===== src/rtl/cgra_net_iface.sv =====
// PE <-> router local-port network interface: TX flit packing FIFO, RX unpacking FIFO,
// sticky misroute flag. Optional saturating flit counters under CGRA_NI_STATS_EN.
module cgra_net_iface #(
   parameter int DATA_WIDTH    = 32,
   parameter int COORD_WIDTH   = 4,
   parameter int PAYLOAD_WIDTH = 16,
   parameter int X_COORD       = 0,
   parameter int Y_COORD       = 0,
   parameter int TX_DEPTH      = 4,
   parameter int RX_DEPTH      = 2
) (
   input  logic                     clk,
   input  logic                     rst_n,
   input  logic [PAYLOAD_WIDTH-1:0] pe_tx_payload,
   input  logic [COORD_WIDTH-1:0]   pe_tx_dx,
   input  logic [COORD_WIDTH-1:0]   pe_tx_dy,
   input  logic [7:0]               pe_tx_tag,
   input  logic                     pe_tx_valid,
   output logic                     pe_tx_ready,
   output logic [DATA_WIDTH-1:0]    net_data_out,
   output logic                     net_valid_out,
   input  logic                     net_ready_in,
   input  logic [DATA_WIDTH-1:0]    net_data_in,
   input  logic                     net_valid_in,
   output logic                     net_ready_out,
   output logic [PAYLOAD_WIDTH-1:0] pe_rx_payload,
   output logic [7:0]               pe_rx_tag,
   output logic                     pe_rx_valid,
   input  logic                     pe_rx_ready,
   output logic                     err_misroute,
   output logic [15:0]              tx_flit_cnt,
   output logic [15:0]              rx_flit_cnt
);

   localparam int TX_AW = $clog2(TX_DEPTH);
   localparam int RX_AW = $clog2(RX_DEPTH);
   localparam int RXW   = 8 + PAYLOAD_WIDTH;
   localparam logic [TX_AW:0] TX_FULL_CNT = (TX_AW+1)'(TX_DEPTH);
   localparam logic [RX_AW:0] RX_FULL_CNT = (RX_AW+1)'(RX_DEPTH);
   localparam logic [COORD_WIDTH-1:0] MY_X = COORD_WIDTH'(X_COORD);
   localparam logic [COORD_WIDTH-1:0] MY_Y = COORD_WIDTH'(Y_COORD);

   // Handshakes: a transfer happens on a rising edge where valid && ready. Valid never
   // depends on ready, and every ready/valid output here comes from registered occupancy.

   logic [DATA_WIDTH-1:0] tx_mem [TX_DEPTH];
   logic [TX_AW-1:0]      tx_wr_ptr, tx_rd_ptr;
   logic [TX_AW:0]        tx_cnt;
   logic                  tx_empty, tx_full, tx_push, tx_pop;

   assign tx_empty      = (tx_cnt == '0);
   assign tx_full       = (tx_cnt == TX_FULL_CNT);
   assign pe_tx_ready   = !tx_full;
   assign net_valid_out = !tx_empty;
   assign net_data_out  = tx_empty ? '0 : tx_mem[tx_rd_ptr];
   assign tx_push       = pe_tx_valid && pe_tx_ready;
   assign tx_pop        = net_valid_out && net_ready_in;

   always_ff @(posedge clk) begin
      if (tx_push) tx_mem[tx_wr_ptr] <= {pe_tx_dx, pe_tx_dy, pe_tx_tag, pe_tx_payload};
   end

   always_ff @(posedge clk or negedge rst_n) begin
      if (!rst_n) begin
         tx_wr_ptr <= '0;
         tx_rd_ptr <= '0;
         tx_cnt    <= '0;
      end else begin
         if (tx_push) tx_wr_ptr <= tx_wr_ptr + 1'b1;
         if (tx_pop)  tx_rd_ptr <= tx_rd_ptr + 1'b1;
         if (tx_push && !tx_pop)      tx_cnt <= tx_cnt + 1'b1;
         else if (!tx_push && tx_pop) tx_cnt <= tx_cnt - 1'b1;
      end
   end

   // Only tag and payload are kept; the address is consumed by the misroute check.
   logic [RXW-1:0]   rx_mem [RX_DEPTH];
   logic [RX_AW-1:0] rx_wr_ptr, rx_rd_ptr;
   logic [RX_AW:0]   rx_cnt;
   logic             rx_empty, rx_full, rx_push, rx_pop;
   logic [RXW-1:0]   rx_head;

   assign rx_empty      = (rx_cnt == '0);
   assign rx_full       = (rx_cnt == RX_FULL_CNT);
   assign net_ready_out = !rx_full;
   assign pe_rx_valid   = !rx_empty;
   assign rx_head       = rx_empty ? '0 : rx_mem[rx_rd_ptr];
   assign pe_rx_payload = rx_head[PAYLOAD_WIDTH-1:0];
   assign pe_rx_tag     = rx_head[RXW-1:PAYLOAD_WIDTH];
   assign rx_push       = net_valid_in && net_ready_out;
   assign rx_pop        = pe_rx_valid && pe_rx_ready;

   always_ff @(posedge clk) begin
      if (rx_push) rx_mem[rx_wr_ptr] <= net_data_in[RXW-1:0];
   end

   always_ff @(posedge clk or negedge rst_n) begin
      if (!rst_n) begin
         rx_wr_ptr    <= '0;
         rx_rd_ptr    <= '0;
         rx_cnt       <= '0;
         err_misroute <= 1'b0;
      end else begin
         if (rx_push) rx_wr_ptr <= rx_wr_ptr + 1'b1;
         if (rx_pop)  rx_rd_ptr <= rx_rd_ptr + 1'b1;
         if (rx_push && !rx_pop)      rx_cnt <= rx_cnt + 1'b1;
         else if (!rx_push && rx_pop) rx_cnt <= rx_cnt - 1'b1;
         if (rx_push && ((net_data_in[DATA_WIDTH-1 -: COORD_WIDTH] != MY_X) ||
                         (net_data_in[DATA_WIDTH-COORD_WIDTH-1 -: COORD_WIDTH] != MY_Y)))
            err_misroute <= 1'b1;
      end
   end

`ifdef CGRA_NI_STATS_EN
   always_ff @(posedge clk or negedge rst_n) begin
      if (!rst_n) begin
         tx_flit_cnt <= '0;
         rx_flit_cnt <= '0;
      end else begin
         if (tx_pop && (tx_flit_cnt != 16'hFFFF))  tx_flit_cnt <= tx_flit_cnt + 1'b1;
         if (rx_push && (rx_flit_cnt != 16'hFFFF)) rx_flit_cnt <= rx_flit_cnt + 1'b1;
      end
   end
`else
   assign tx_flit_cnt = '0;
   assign rx_flit_cnt = '0;
`endif

endmodule

===== config.mk =====
export PLATFORM = sky130hd
export DESIGN_NAME = cgra_net_iface
export DESIGN_NICKNAME = d
export VERILOG_FILES = /design/src/rtl/cgra_net_iface.sv
export SDC_FILE = /design/constraint.sdc
export NUM_CORES = 1
export LEC_CHECK = 0
export CAP_MARGIN = 40
export CORE_UTILIZATION = 56
export CTS_BUF_LIST = sky130_fd_sc_hd__clkbuf_4 sky130_fd_sc_hd__clkbuf_8
export DETAILED_ROUTE_END_ITERATION = 7
export GPL_ROUTABILITY_DRIVEN = 0
export GPL_TIMING_DRIVEN = 0
export PLACE_DENSITY_LB_ADDON = 0.15
export SLEW_MARGIN = 20
export SYNTH_ARGS = -nofsm -noshare
export SYNTH_HDL_FRONTEND = slang
export SYNTH_SLANG_ARGS = --single-unit

===== constraint.sdc =====
create_clock -name clk -period 5.45 [get_ports clk]
set_input_delay 1.09 -clock clk [delete_from_list [all_inputs] [get_ports clk]]
set_output_delay 1.09 -clock clk [all_outputs]
set_load 0.02 [all_outputs]

# --- Yosys cells after proc, flatten, opt, wreduce, memory -nomap -nowiden ---
# Memory sizes are Yosys's and may differ from the RTL's.
# Cells that the tools add are included.
classes:
  n_mux: 10
  order_cmp: 0
  add_sub_neg: 8
  bitwise: 0
  reduce_logical: 24
  n_mul: 0
  n_eq_ne: 2
  div: 0
  shift: 0
op_table:
  columns: ["operator", "n"]
  rows:
  - ["32-bit two-way mux", 1]
  - ["24-bit two-way mux", 1]
  - ["1-bit logical AND", 9]
  - ["1-bit logical NOT", 8]
  - ["4-bit nonzero test", 2]
  - ["2-bit by 1-bit adder with 2-bit output (second input constant)", 3]
  - ["3-bit two-way mux", 2]
  - ["1-bit two-way mux", 4]
  - ["2-bit two-way mux", 2]
  - ["2-bit nonzero test", 2]
  - ["3-bit by 1-bit adder with 3-bit output (second input constant)", 1]
  - ["3-bit == test (second input constant)", 1]
  - ["3-bit logical NOT", 1]
  - ["3-bit by 1-bit subtractor with 3-bit output (second input constant)", 1]
  - ["1-bit adder (second input constant)", 2]
  - ["2-bit == test (second input constant)", 1]
  - ["2-bit logical NOT", 1]
  - ["2-bit by 1-bit subtractor with 2-bit output (second input constant)", 1]
  - ["1-bit logical OR", 1]
word_totals:
  memories: 2
  wordCells: 53
  latchBits: 0
  romBits: 0
  ram_bits: 176
  in_bits: 70
  reg_bits: 12
mem_list:
  columns: ["memory", "words", "width", "rd", "rd_ports_with_merged_regs", "write_ports", "line_no", "text"]
  rows:
  - ["tx_mem", 4, 32, 1, 0, 1, "46", "logic [DATA_WIDTH-1:0] tx_mem [TX_DEPTH];"]
  - ["rx_mem", 2, 24, 1, 0, 1, "77", "logic [RXW-1:0] rx_mem [RX_DEPTH];"]

# --- Logic depth before layout (Yosys ltp) ---
# Gate-level depths: netlist of the first run.
logic_depth:
  word_depth: 7
  mapped_depth: 9

# --- Worst setup path after synthesis of the first run ---
# No wires, ideal clock.
synth_path:
  path_type: "input-to-reg"
  startpoint: "input port net_valid_in"
  endpoint: "memory rx_mem[0][0] in the netlist's numbering (enable)"
  setup_time_ns: 0.405
  arrival_time_ns: 2.211
  required_ns: 5.045
  path_stages: 2
  path_buffers: 0
  setup_slack_ns: 2.834
  cell_sequence: "nand2_1 -> nor2_1"
synth_between:
  elab_chain_cells: 3
synth_lines:
  columns: ["item", "line_no", "text"]
  rows:
  - ["start: declaration", "24", "input logic net_valid_in,"]
  - ["1-bit logical AND", "90", "assign rx_push = net_valid_in && net_ready_out;"]
  - ["1-bit two-way mux", "94", "if (rx_push) rx_mem[rx_wr_ptr] <= net_data_in[RXW-1:0];"]
  - ["1-bit two-way mux (not written as such)", "94", null]
  - ["end: declaration", "77", null]
# Every way passes these cells.

# --- Worst setup path after layout of the first run ---
layout_path:
  startpoint: "register tx_cnt[2]"
  endpoint: "output port net_data_out[2]"
layout_between:
  elab_chain_cells: 2
layout_lines:
  columns: ["item", "line_no", "text"]
  rows:
  - ["start: declaration", "48", "logic [TX_AW:0] tx_cnt;"]
  - ["start signal: assignment", "71", "if (tx_push && !tx_pop) tx_cnt <= tx_cnt + 1'b1;"]
  - ["start signal: assignment", "72", "else if (!tx_push && tx_pop) tx_cnt <= tx_cnt - 1'b1;"]
  - ["3-bit logical NOT", "51", "assign tx_empty = (tx_cnt == '0);"]
  - ["32-bit two-way mux", "55", "assign net_data_out = tx_empty ? '0 : tx_mem[tx_rd_ptr];"]
  - ["end: declaration", "20", "output logic [DATA_WIDTH-1:0] net_data_out,"]
# Every way passes these cells.

==> impl_metrics.csv, run 1 <==
group,metric,value,unit
run_status,status,"completed",
job,drv_cap,0,
worst_setup_path,crit_required,4.36,ns
die,start_util,57.2,%
clocking,post_cts_buffers,0,
die,die_h,118,um
power,total_power,5220,uW
placed_design,dp_hpwl,8.53,mm
timing,slew_violations,0,
yosys,yosysTopAreaCellShare,69.8,%
yosys,synth_warnings,0,
global_route,grt_antenna_before_repair,0,
yosys,postSynthCellCount,397,
die,ios,163,
die,die_x,118,um
clocking,clock_latency,0.45,ns
layout,drive_gt1_share,18.7,%
die,core_area,0.0132,mm2
power,p_per_area,538,mW/mm2
timing,slew_headroom,52.4,%
layout,diodes,0,
yosys,synth_flop_cell,"edfxtp_1",
worst_hold_path,hold_end,"err_misroute",
timing,worst_pin_slew,0.712,ns
clocking,numCtsBuffers,17,
worst_setup_path,rr_worst_depth,9,
yosys,yosysSeqAreaShare,73.7,%
timing,setup_viol,0,
placed_design,dpl_worst_slack,2.39,ns
worst_setup_path,crit_path_end_kind,"output pin",
layout,area.sequential,0.00559,mm2
timing,finalHoldViolations,0,
worst_setup_path,worstSetupPathType,"flop to output pin",
timing,fmax,285,MHz
clocking,h-tree-depth,4,
global_route,grt_max_degree,25,
yosys,postSynthAreaPerCell,19.1,um2
layout,area_growth,28.1,%
timing,grt_setup_unrepaired,"no",
clocking,clkTransAtPathRegs,0.08,ns
timing,skew,0.00996,ns
worst_setup_path,startpoint_type,"flop",
yosys,postSynth.asyncResetShare,6.38,%
placed_design,port_buffers,130,
global_route,grt.overflow.total,0,
worst_hold_path,min-delay-start,"err_misroute",
yosys,synth-seq-cells,188,
clocking,tritoncts,"built",
clocking,clockBufferDepth,2,
worst_setup_path,r2r_end,"tx_cnt[2]",
detailed_routing,initialDrtViolationCount,220,
worst_setup_path,cp_max_fo,10,
yosys,synth_top_area_cell,"edfxtp_1",
worst_hold_path,hp-class,"flop to flop",
yosys,syn_area,0.00758,mm2
timing,whs,0.484,ns
clocking,root_buffer,"clkbuf_8",
detailed_routing,routed_via_density,5.09,
worst_setup_path,ff2ff_setup_slack,3.18,ns
global_route,track_usage,19.7,%
worst_hold_path,whs_path_depth,1,
worst_setup_path,reg2reg_from,"tx_cnt[2]",
worst_setup_path,cp_data_arrival_time,2.42,ns
timing,fin_ws,1.94,ns
layout,final_nets,659,
detailed_routing,wl,12.7,mm
detailed_routing,wl_per_cell,16.5,um
yosys,synth_area_leaders,"edfxtp_1, mux4_2, dfrtp_1, mux2i_1, buf_4",
die,fp.dieArea,0.0140,mm2
yosys,synth-edff-count,176,
timing,fin_crit,3.51,ns
timing,final.setup.tns,0,ns
layout,multi_input_area,0.00173,mm2
global_route,grt_pass1_wl,20.4,mm
yosys,netlist_top_cells_count,"edfxtp_1, and2_1, buf_4, nor2_1, mux4_2",
layout,fill_cells,857,
detailed_routing,ant_nets,0,
yosys,synthDistinctLibCells,28,
die,rows,42,
power,vdd_drop_max,0.000318,V
clocking,clock_sinks,188,
detailed_routing,firstDrtPassIters,4,
yosys,yosysMostFrequentCell,"edfxtp_1",
clocking,cts_resized,0,
global_route,grt_pass1_vias,4119,
timing,fin_crit_sh,64.4,%
clocking,cts_hold_buf,0,
power,leakagePower,0.00348,uW
detailed_routing,num_vias,3927,
detailed_routing,route.detailed.drc,0,
==> through the flow <==
| step | cell area [um2] | util (%) | cells |
|---|---|---|---|
| 2_1_floorplan | 7690 | - | 428 |
| 3_3_place_gp | 9210 | 69.6 | 734 |
| 3_5_place_dp | 9340 | 70.5 | 739 |
| 4_1_cts | 9710 | 73.3 | 771 |
| 5_1_grt | 9710 | 73.3 | 771 |
| 6_report | 9710 | 73.3 | 771 |
==> power breakdown <==
| group | leakage (uW) | switching (uW) | internal (uW) |
|---|---|---|---|
| sequential | 0.00176 | 92.5 | 1930 |
| clock | 0.000168 | 448 | 402 |
| combinational | 0.00156 | 1170 | 1170 |
==> cell usage in the layout, fill, tap and decap left out, drive strengths merged, types with 4 or more instances in the layout <==
master / instances
buf: 48
inv: 5
clkdlybuf4s50: 130
xnor2: 7
and2: 36
nand2: 4
clkbuf: 24
xor2: 4
conb: 32
mux4: 32
nor2: 29
mux2i: 24
ha: 6
clkinv: 6
dfrtp: 12
edfxtp: 176
clkinvlp: 6
==> sequential cells by signal, summed over array words and instances (netlist names) <==
register and flops:
rx_rd_ptr 1, rx_wr_ptr 1, tx_cnt 3, tx_wr_ptr 2, rx_cnt 2, tx_mem 128
tx_rd_ptr 2, err_misroute 1, rx_mem 48
==> metal layers <==
metal	vias up	share of wire (%)	GRT usage, %
met1	1954	41	24.1
met4	0	1.7	8.01
met3	19	6.1	5.45
met5	-	0	0
li1	1810	-	-
met2	144	51	33.1
==> worst max-delay path, stage by stage, from the launching register on <==
cell,delay (ns)
dfrtp_1,0.43
or3_1,0.37
buf_2,0.18
clkbuf_1,0.23
and2_1,0.22
clkdlybuf4s50_1,0.54
==> kinds of logic (layout without fill, tap and decap cells) <==
logic type / count (synthesis) / count (layout) / share of synthesized area [%]
AO/OA/AOI/OAI: 3 / 3 / 0.314
other: 1 / 32 / 0.0495
flip-flops: 188 / 188 / 73.7
buffers and inverters: 54 / 221 / 5.12
multiplexers: 58 / 58 / 13.2
adder cells (fa/ha/maj): 7 / 7 / 1.26
AND/OR/NAND/NOR: 75 / 75 / 5.09
XOR/XNOR: 11 / 11 / 1.27
==> final cells by class <==
cell class	count	area share, %
Sequential cell	188	57.5
Multi-Input combinational cell	186	17.8
Timing Repair Buffer	135	14.5
Buffer	49	3.80
Clock buffer	18	2.49
Tap cell	176	2.27
Clock inverter	14	1.33
Inverter	5	0.193
==> how the worst max path moves through the flow <==
stage / start / to
2_1_floorplan: net_valid_in / rx_mem[0][0]
3_3_place_gp: pe_tx_valid / tx_mem[0][16]
3_5_place_dp: tx_cnt[2] / net_data_out[23]
4_1_cts: tx_cnt[2] / net_data_out[23]
5_1_grt: tx_cnt[0] / net_data_out[22]
6_report: tx_cnt[2] / net_data_out[2]
Power figures use the tool's default switching activity.
==> inputs of run 2 (changes only) <==
CORE_UTILIZATION = 47   (was 56)
clock period = 2.9 ns   (was 5.45 ns; I/O delays follow)
==> run 2 against run 1 <==
Compared with the run above: die area up 19%; combinational power up 79%; sequential power up 89%; non-clock buffer count down 2; sequential cell count unchanged; critical endpoint is now net_data_out[31]; highest routed layer unchanged.
==> impl_metrics.csv, run 2 (same netlist as run 1, synthesis figures left out) <==
group,metric,value,unit
run_status,status,"completed",
die,fp.dieArea,0.0166,mm2
clocking,root_buffer,"clkbuf_8",
detailed_routing,met3_length,848,um
power,leakagePower,0.00358,uW
worst_setup_path,r2r_end,"tx_cnt[2]",
power,switchingPower,3280,uW
global_route,grt.overflow.total,0,
detailed_routing,initialDrtViolationCount,177,
timing,setup_viol,0,
clocking,post_cts_buffers,0,
global_route,grt_pass1_wl,20.4,mm
clocking,h-tree-depth,4,
worst_hold_path,hp-class,"flop to flop",
power,vdd_drop_max,0.000528,V
power,comb_power_share,43.5,%
worst_setup_path,worstSetupPathType,"flop to output pin",
layout,area_growth,28.7,%
worst_setup_path,ff2ff_setup_slack,0.62,ns
placed_design,dp_hpwl,8.75,mm
power,p_int,6380,uW
global_route,grt_antenna_before_repair,0,
clocking,cts_hold_buf,0,
worst_setup_path,reg2reg_from,"tx_cnt[2]",
layout,drive_gt1_share,20.4,%
worst_setup_path,cp_data_arrival_time,2.22,ns
die,ios,163,
worst_setup_path,rr_worst_depth,9,
timing,grt_setup_unrepaired,"no",
power,p_per_area,991,mW/mm2
timing,skew,0.0126,ns
timing,worst_pin_slew,0.727,ns
power,swShare,33.9,%
clocking,clock_sinks,188,
clocking,clkTransAtPathRegs,0.09,ns
timing,fmax,357,MHz
die,die_x,129,um
layout,final_nets,657,
detailed_routing,top_layer_used,"met4",
detailed_routing,wl_met1,5.47,mm
timing,slew_violations,0,
worst_setup_path,setup.worst_path.start,"tx_rd_ptr[0]",
timing,slew_headroom,51.4,%
layout,top_regs,"tx_mem x128, rx_mem x48, tx_cnt x3",
worst_setup_path,startpoint_type,"flop",
layout,final_common_cell,"edfxtp_1",
job,drv_cap,0,
clocking,tritoncts,"built",
timing,whs,0.475,ns
layout,diodes,0,
clocking,clockBufferDepth,2,
worst_setup_path,crit_required,2.32,ns
layout,fill_cells,1189,
detailed_routing,wl_met2,6.80,mm
power,clkPwrFrac,17.1,%
worst_setup_path,crit_path_end_kind,"output pin",
detailed_routing,wl,13.2,mm
die,rows,46,
global_route,track_usage,17.0,%
worst_setup_path,cp_max_fo,7,
layout,mostFrequentLayoutCells,"edfxtp_1, clkdlybuf4s50_1, buf_4, and2_1, conb_1",
clocking,numCtsBuffers,17,
global_route,grt_max_degree,25,
global_route,grt_pass1_vias,3957,
timing,fin_crit,2.80,ns
layout,regMostFlops,"tx_mem",
timing,final.setup.tns,0,ns
detailed_routing,num_vias,3856,
worst_setup_path,endpoint,"net_data_out[31]",
detailed_routing,firstDrtPassIters,4,
detailed_routing,routed_via_density,4.77,
timing,fin_crit_sh,96.6,%
layout,area.sequential,0.00559,mm2
clocking,clock_latency,0.45,ns
placed_design,port_buffers,130,
detailed_routing,wl_per_cell,16.4,um
layout,multi_input_area,0.00174,mm2
power,seqPwrFrac,39.5,%
detailed_routing,route.detailed.drc,0,
detailed_routing,ant_nets,0,
die,start_util,47.9,%
timing,finalHoldViolations,0,
die,die_h,129,um
layout,largest_reg_flops,128,
die,core_area,0.0158,mm2
## run 2: cell count changes in the layout (fill, tap and decap cells not counted), sizes merged
cell and change:
clkdlybuf4s50 -31, dlygate4sd2 +29, buf -3, clkinvlp -2, dlymetal6s2s +2, inv +2
clkinv +1
## run 2: layout make-up
cell class | count | share of cell area [%]
buffer | 48 | 3.99
clock buffer | 17 | 2.40
clock inverter | 15 | 1.53
inverter | 5 | 0.193
multi-input combinational | 186 | 17.8
sequential | 188 | 57.3
tap | 216 | 2.77
timing repair buffer | 134 | 14.0
## run 2: repair_timing
action	in CTS	in global routing
resized for setup	39	5
pin swaps	0	0
setup endpoints to repair	50	22
endpoints found under the hold margin	0	0
## run 2: power by group through the flow
stage	Clock, uW	Combinational, uW	Sequential, uW
after floorplan	0	2690	3820
after global placement	0	4370	3850
after detailed placement	0	4500	3860
final	1650	4200	3810
after global routing	1800	4530	3870
after CTS	1700	4290	3820
## run 2: how the worst min path moves through the flow
stage,startpoint,end,slack (ns),cells after the start
after CTS,err_misroute,err_misroute,0.48,1
final,err_misroute,err_misroute,0.47,1
after global placement,err_misroute,err_misroute,0.45,1
after detailed placement,err_misroute,err_misroute,0.45,1
after floorplan,rst_n,err_misroute,0.28,0
after global routing,rst_n,err_misroute,0.50,1
## run 2: worst max-delay path, stage by stage, from the launching register on
cell	delay, ns
dfrtp_1	0.35
buf_6	0.16
mux4_1	0.54
and2_1	0.18
clkdlybuf4s50_1	0.53
## run 2: per-stage QoR
| step | area, um2 | util, % | setup WS (ns) | std cells | total power, uW |
|---|---|---|---|---|---|
| 4_1_cts | 9730 | 61.5 | 0.0384 | 809 | 9810 |
| 6_report | 9750 | 61.6 | 0.0988 | 809 | 9660 |
| 3_3_place_gp | 9260 | 58.5 | -0.381 | 774 | 8230 |
| 2_1_floorplan | 7690 | - | 0.650 | 428 | 6510 |
| 5_1_grt | 9750 | 61.6 | 0.00108 | 809 | 10200 |
| 3_5_place_dp | 9370 | 59.2 | 0.289 | 778 | 8360 |
## run 2: per-layer routing
metal / up-vias / global-route usage, %
met1: 1907 / 20.1
met4: 0 / 6.44
li1: 1810 / -
met2: 131 / 29.0
met5: - / 0
met3: 8 / 5.65
==> inputs of run 3 (changes only) <==
CORE_UTILIZATION = 53   (was 47)
clock period = 3.1 ns   (was 2.9 ns; I/O delays follow)
==> run 3 against run 2 <==
Compared with the run above: register-to-register slack gained 0.20 ns; via count up 0.34%; total power is 3.8% lower; clock-buffer cell count unchanged; final area grew 0.30%; first-iteration DRC count rose by 26%; clock skew down 0.0036 ns; largest power group unchanged; critical path depth grew 1; routed wire length decreased by 2.0%; die area fell by 11%.
==> impl_metrics.csv, run 3 (same netlist as run 1, synthesis figures left out) <==
group,metric,value,unit
layout,area_growth,29.0,%
global_route,grt.overflow.total,0,
layout,top_regs,"tx_mem x128, rx_mem x48, tx_cnt x3",
detailed_routing,routed_via_density,5.00,
die,core_area,0.0139,mm2
die,fp.dieArea,0.0148,mm2
layout,final_nets,658,
power,p_per_area,951,mW/mm2
worst_setup_path,critPathTopFamily,"buffers and inverters",
clocking,h-tree-depth,4,
worst_setup_path,ff2ff_setup_slack,0.82,ns
detailed_routing,initialDrtViolationCount,223,
clocking,root_buffer,"clkbuf_8",
worst_setup_path,startpoint_type,"flop",
layout,finish.utilization,70.2,%
worst_setup_path,crit_required,2.48,ns
worst_setup_path,slowest_delay,0.53,ns
detailed_routing,ant_nets,0,
layout,drive_gt1_share,20.0,%
worst_setup_path,crit_path_end_kind,"output pin",
layout,final_common_cell,"edfxtp_1",
worst_hold_path,hp-class,"flop to flop",
timing,grt_setup_unrepaired,"no",
layout,diodes,0,
worst_setup_path,cp_slowest_cell,"clkdlybuf4s50_1",
timing,slew_violations,0,
timing,skew,0.00898,ns
worst_hold_path,hold_end,"err_misroute",
run_status,status,"completed",
layout,largest_reg_flops,128,
worst_setup_path,r2r_end,"tx_cnt[2]",
timing,fmax,337,MHz
clocking,clock_sinks,188,
die,rows,43,
layout,regMostFlops,"tx_mem",
timing,setup_viol,0,
worst_setup_path,worstSetupPathType,"flop to output pin",
clocking,clockBufferDepth,2,
timing,worst_pin_slew,0.723,ns
layout,mostFrequentLayoutCells,"edfxtp_1, clkdlybuf4s50_1, buf_4, and2_1, conb_1",
global_route,grt_max_degree,27,
worst_hold_path,min-delay-start,"err_misroute",
detailed_routing,route.detailed.drc,0,
placed_design,port_buffers,130,
timing,fin_crit_sh,95.6,%
global_route,grt_pass1_vias,4000,
power,leakagePower,0.00365,uW
detailed_routing,num_vias,3869,
die,die_h,122,um
clocking,tritoncts,"built",
worst_setup_path,reg2reg_from,"tx_cnt[2]",
worst_hold_path,whs_path_depth,1,
power,total_power,9290,uW
detailed_routing,wl_per_cell,16.7,um
clocking,numCtsBuffers,17,
die,die_x,122,um
power,vdd_drop_max,0.000511,V
detailed_routing,firstDrtPassIters,4,
layout,fill_cells,930,
clocking,clock_latency,0.45,ns
placed_design,dp.cells,743,
placed_design,dp_hpwl,8.76,mm
worst_setup_path,crit_buf_inv,3,
layout,final_cells,774,
clocking,clkTransAtPathRegs,0.09,ns
worst_setup_path,cp_max_fo,10,
global_route,grt_pass1_wl,20.4,mm
timing,finalHoldViolations,0,
worst_setup_path,cp_data_arrival_time,2.35,ns
detailed_routing,wl,13.0,mm
timing,slew_headroom,51.7,%
die,start_util,54.4,%
global_route,grt_antenna_before_repair,0,
die,ios,163,
worst_setup_path,path_cells,"buf_6, buf_12, mux4_2, and2_1, clkdlybuf4s50_1",
timing,fin_crit,2.97,ns
worst_setup_path,setup.worst_path.start,"tx_rd_ptr[0]",
job,drv_cap,0,
worst_setup_path,rr_worst_depth,9,
global_route,track_usage,19.0,%
-- run 3: changes by cell type in the layout (fill, tap and decap cells not counted), sizes merged --
cell           delta
buf               +1
bufinv            +1
clkdlybuf4s50    +20
clkinv            +2
clkinvlp          -4
dlygate4sd2      -29
dlymetal6s2s      +9
inv               +1
-- run 3: where the power goes --
group / leakage, uW / switching, uW / internal (uW)
sequential: 0.00176 / 173 / 3390
clock: 0.000209 / 822 / 797
combinational: 0.00168 / 2060 / 2050
total: 0.00365 / 3060 / 6240
-- run 3: worst max path at each step --
| stage | end | depth (start not counted) | slack, ns |
|---|---|---|---|
| global route | net_data_out[17] | 5 | 0.005 |
| finish | net_data_out[27] | 5 | 0.13 |
| detailed placement | tx_cnt[2] | 8 | 0.45 |
| global placement | tx_mem[1][19] | 3 | -0.17 |
| CTS | net_data_out[16] | 5 | -0.007 |
| floorplan | rx_mem[0][0] | 3 | 0.85 |
-- run 3: per-stage QoR --
| stage | setup slack (ns) | area, um2 | TNS, ns | hold slack, ns |
|---|---|---|---|---|
| floorplan | 0.850 | 7690 | 0 | 0.324 |
| global placement | -0.174 | 9220 | -20.22 | 0.443 |
| detailed placement | 0.454 | 9330 | 0 | 0.452 |
| CTS | -0.00687 | 9740 | -0.00767 | 0.478 |
| global route | 0.00486 | 9780 | 0 | 0.491 |
| finish | 0.135 | 9780 | 0 | 0.477 |
-- run 3: layer usage --
layer  up-vias  track usage, %  wire, um
met4         0            7.18       158
met1      1904            23.5      5320
li1       1811               -         -
met3        15            5.71       816
met2       139            31.5      6660
met5         -               0         0
-- run 3: layout make-up --
cell class / instances / area (um2) / share of cell area, %
Buffer: 48 / 379 / 3.88
Clock buffer: 17 / 234 / 2.39
Clock inverter: 15 / 170 / 1.74
Inverter: 5 / 18.8 / 0.192
Multi-Input combinational cell: 186 / 1730 / 17.7
Sequential cell: 188 / 5590 / 57.1
Tap cell: 180 / 225 / 2.30
Timing Repair Buffer: 135 / 1430 / 14.6
-- run 3: timing repair --
action	4_1_cts	5_1_grt
buffers inserted	0	0
setup endpoints to repair	17	43
hold buffers	0	0
pin swaps	0	0
endpoints found under the hold margin	0	0
gates resized for setup	4	17
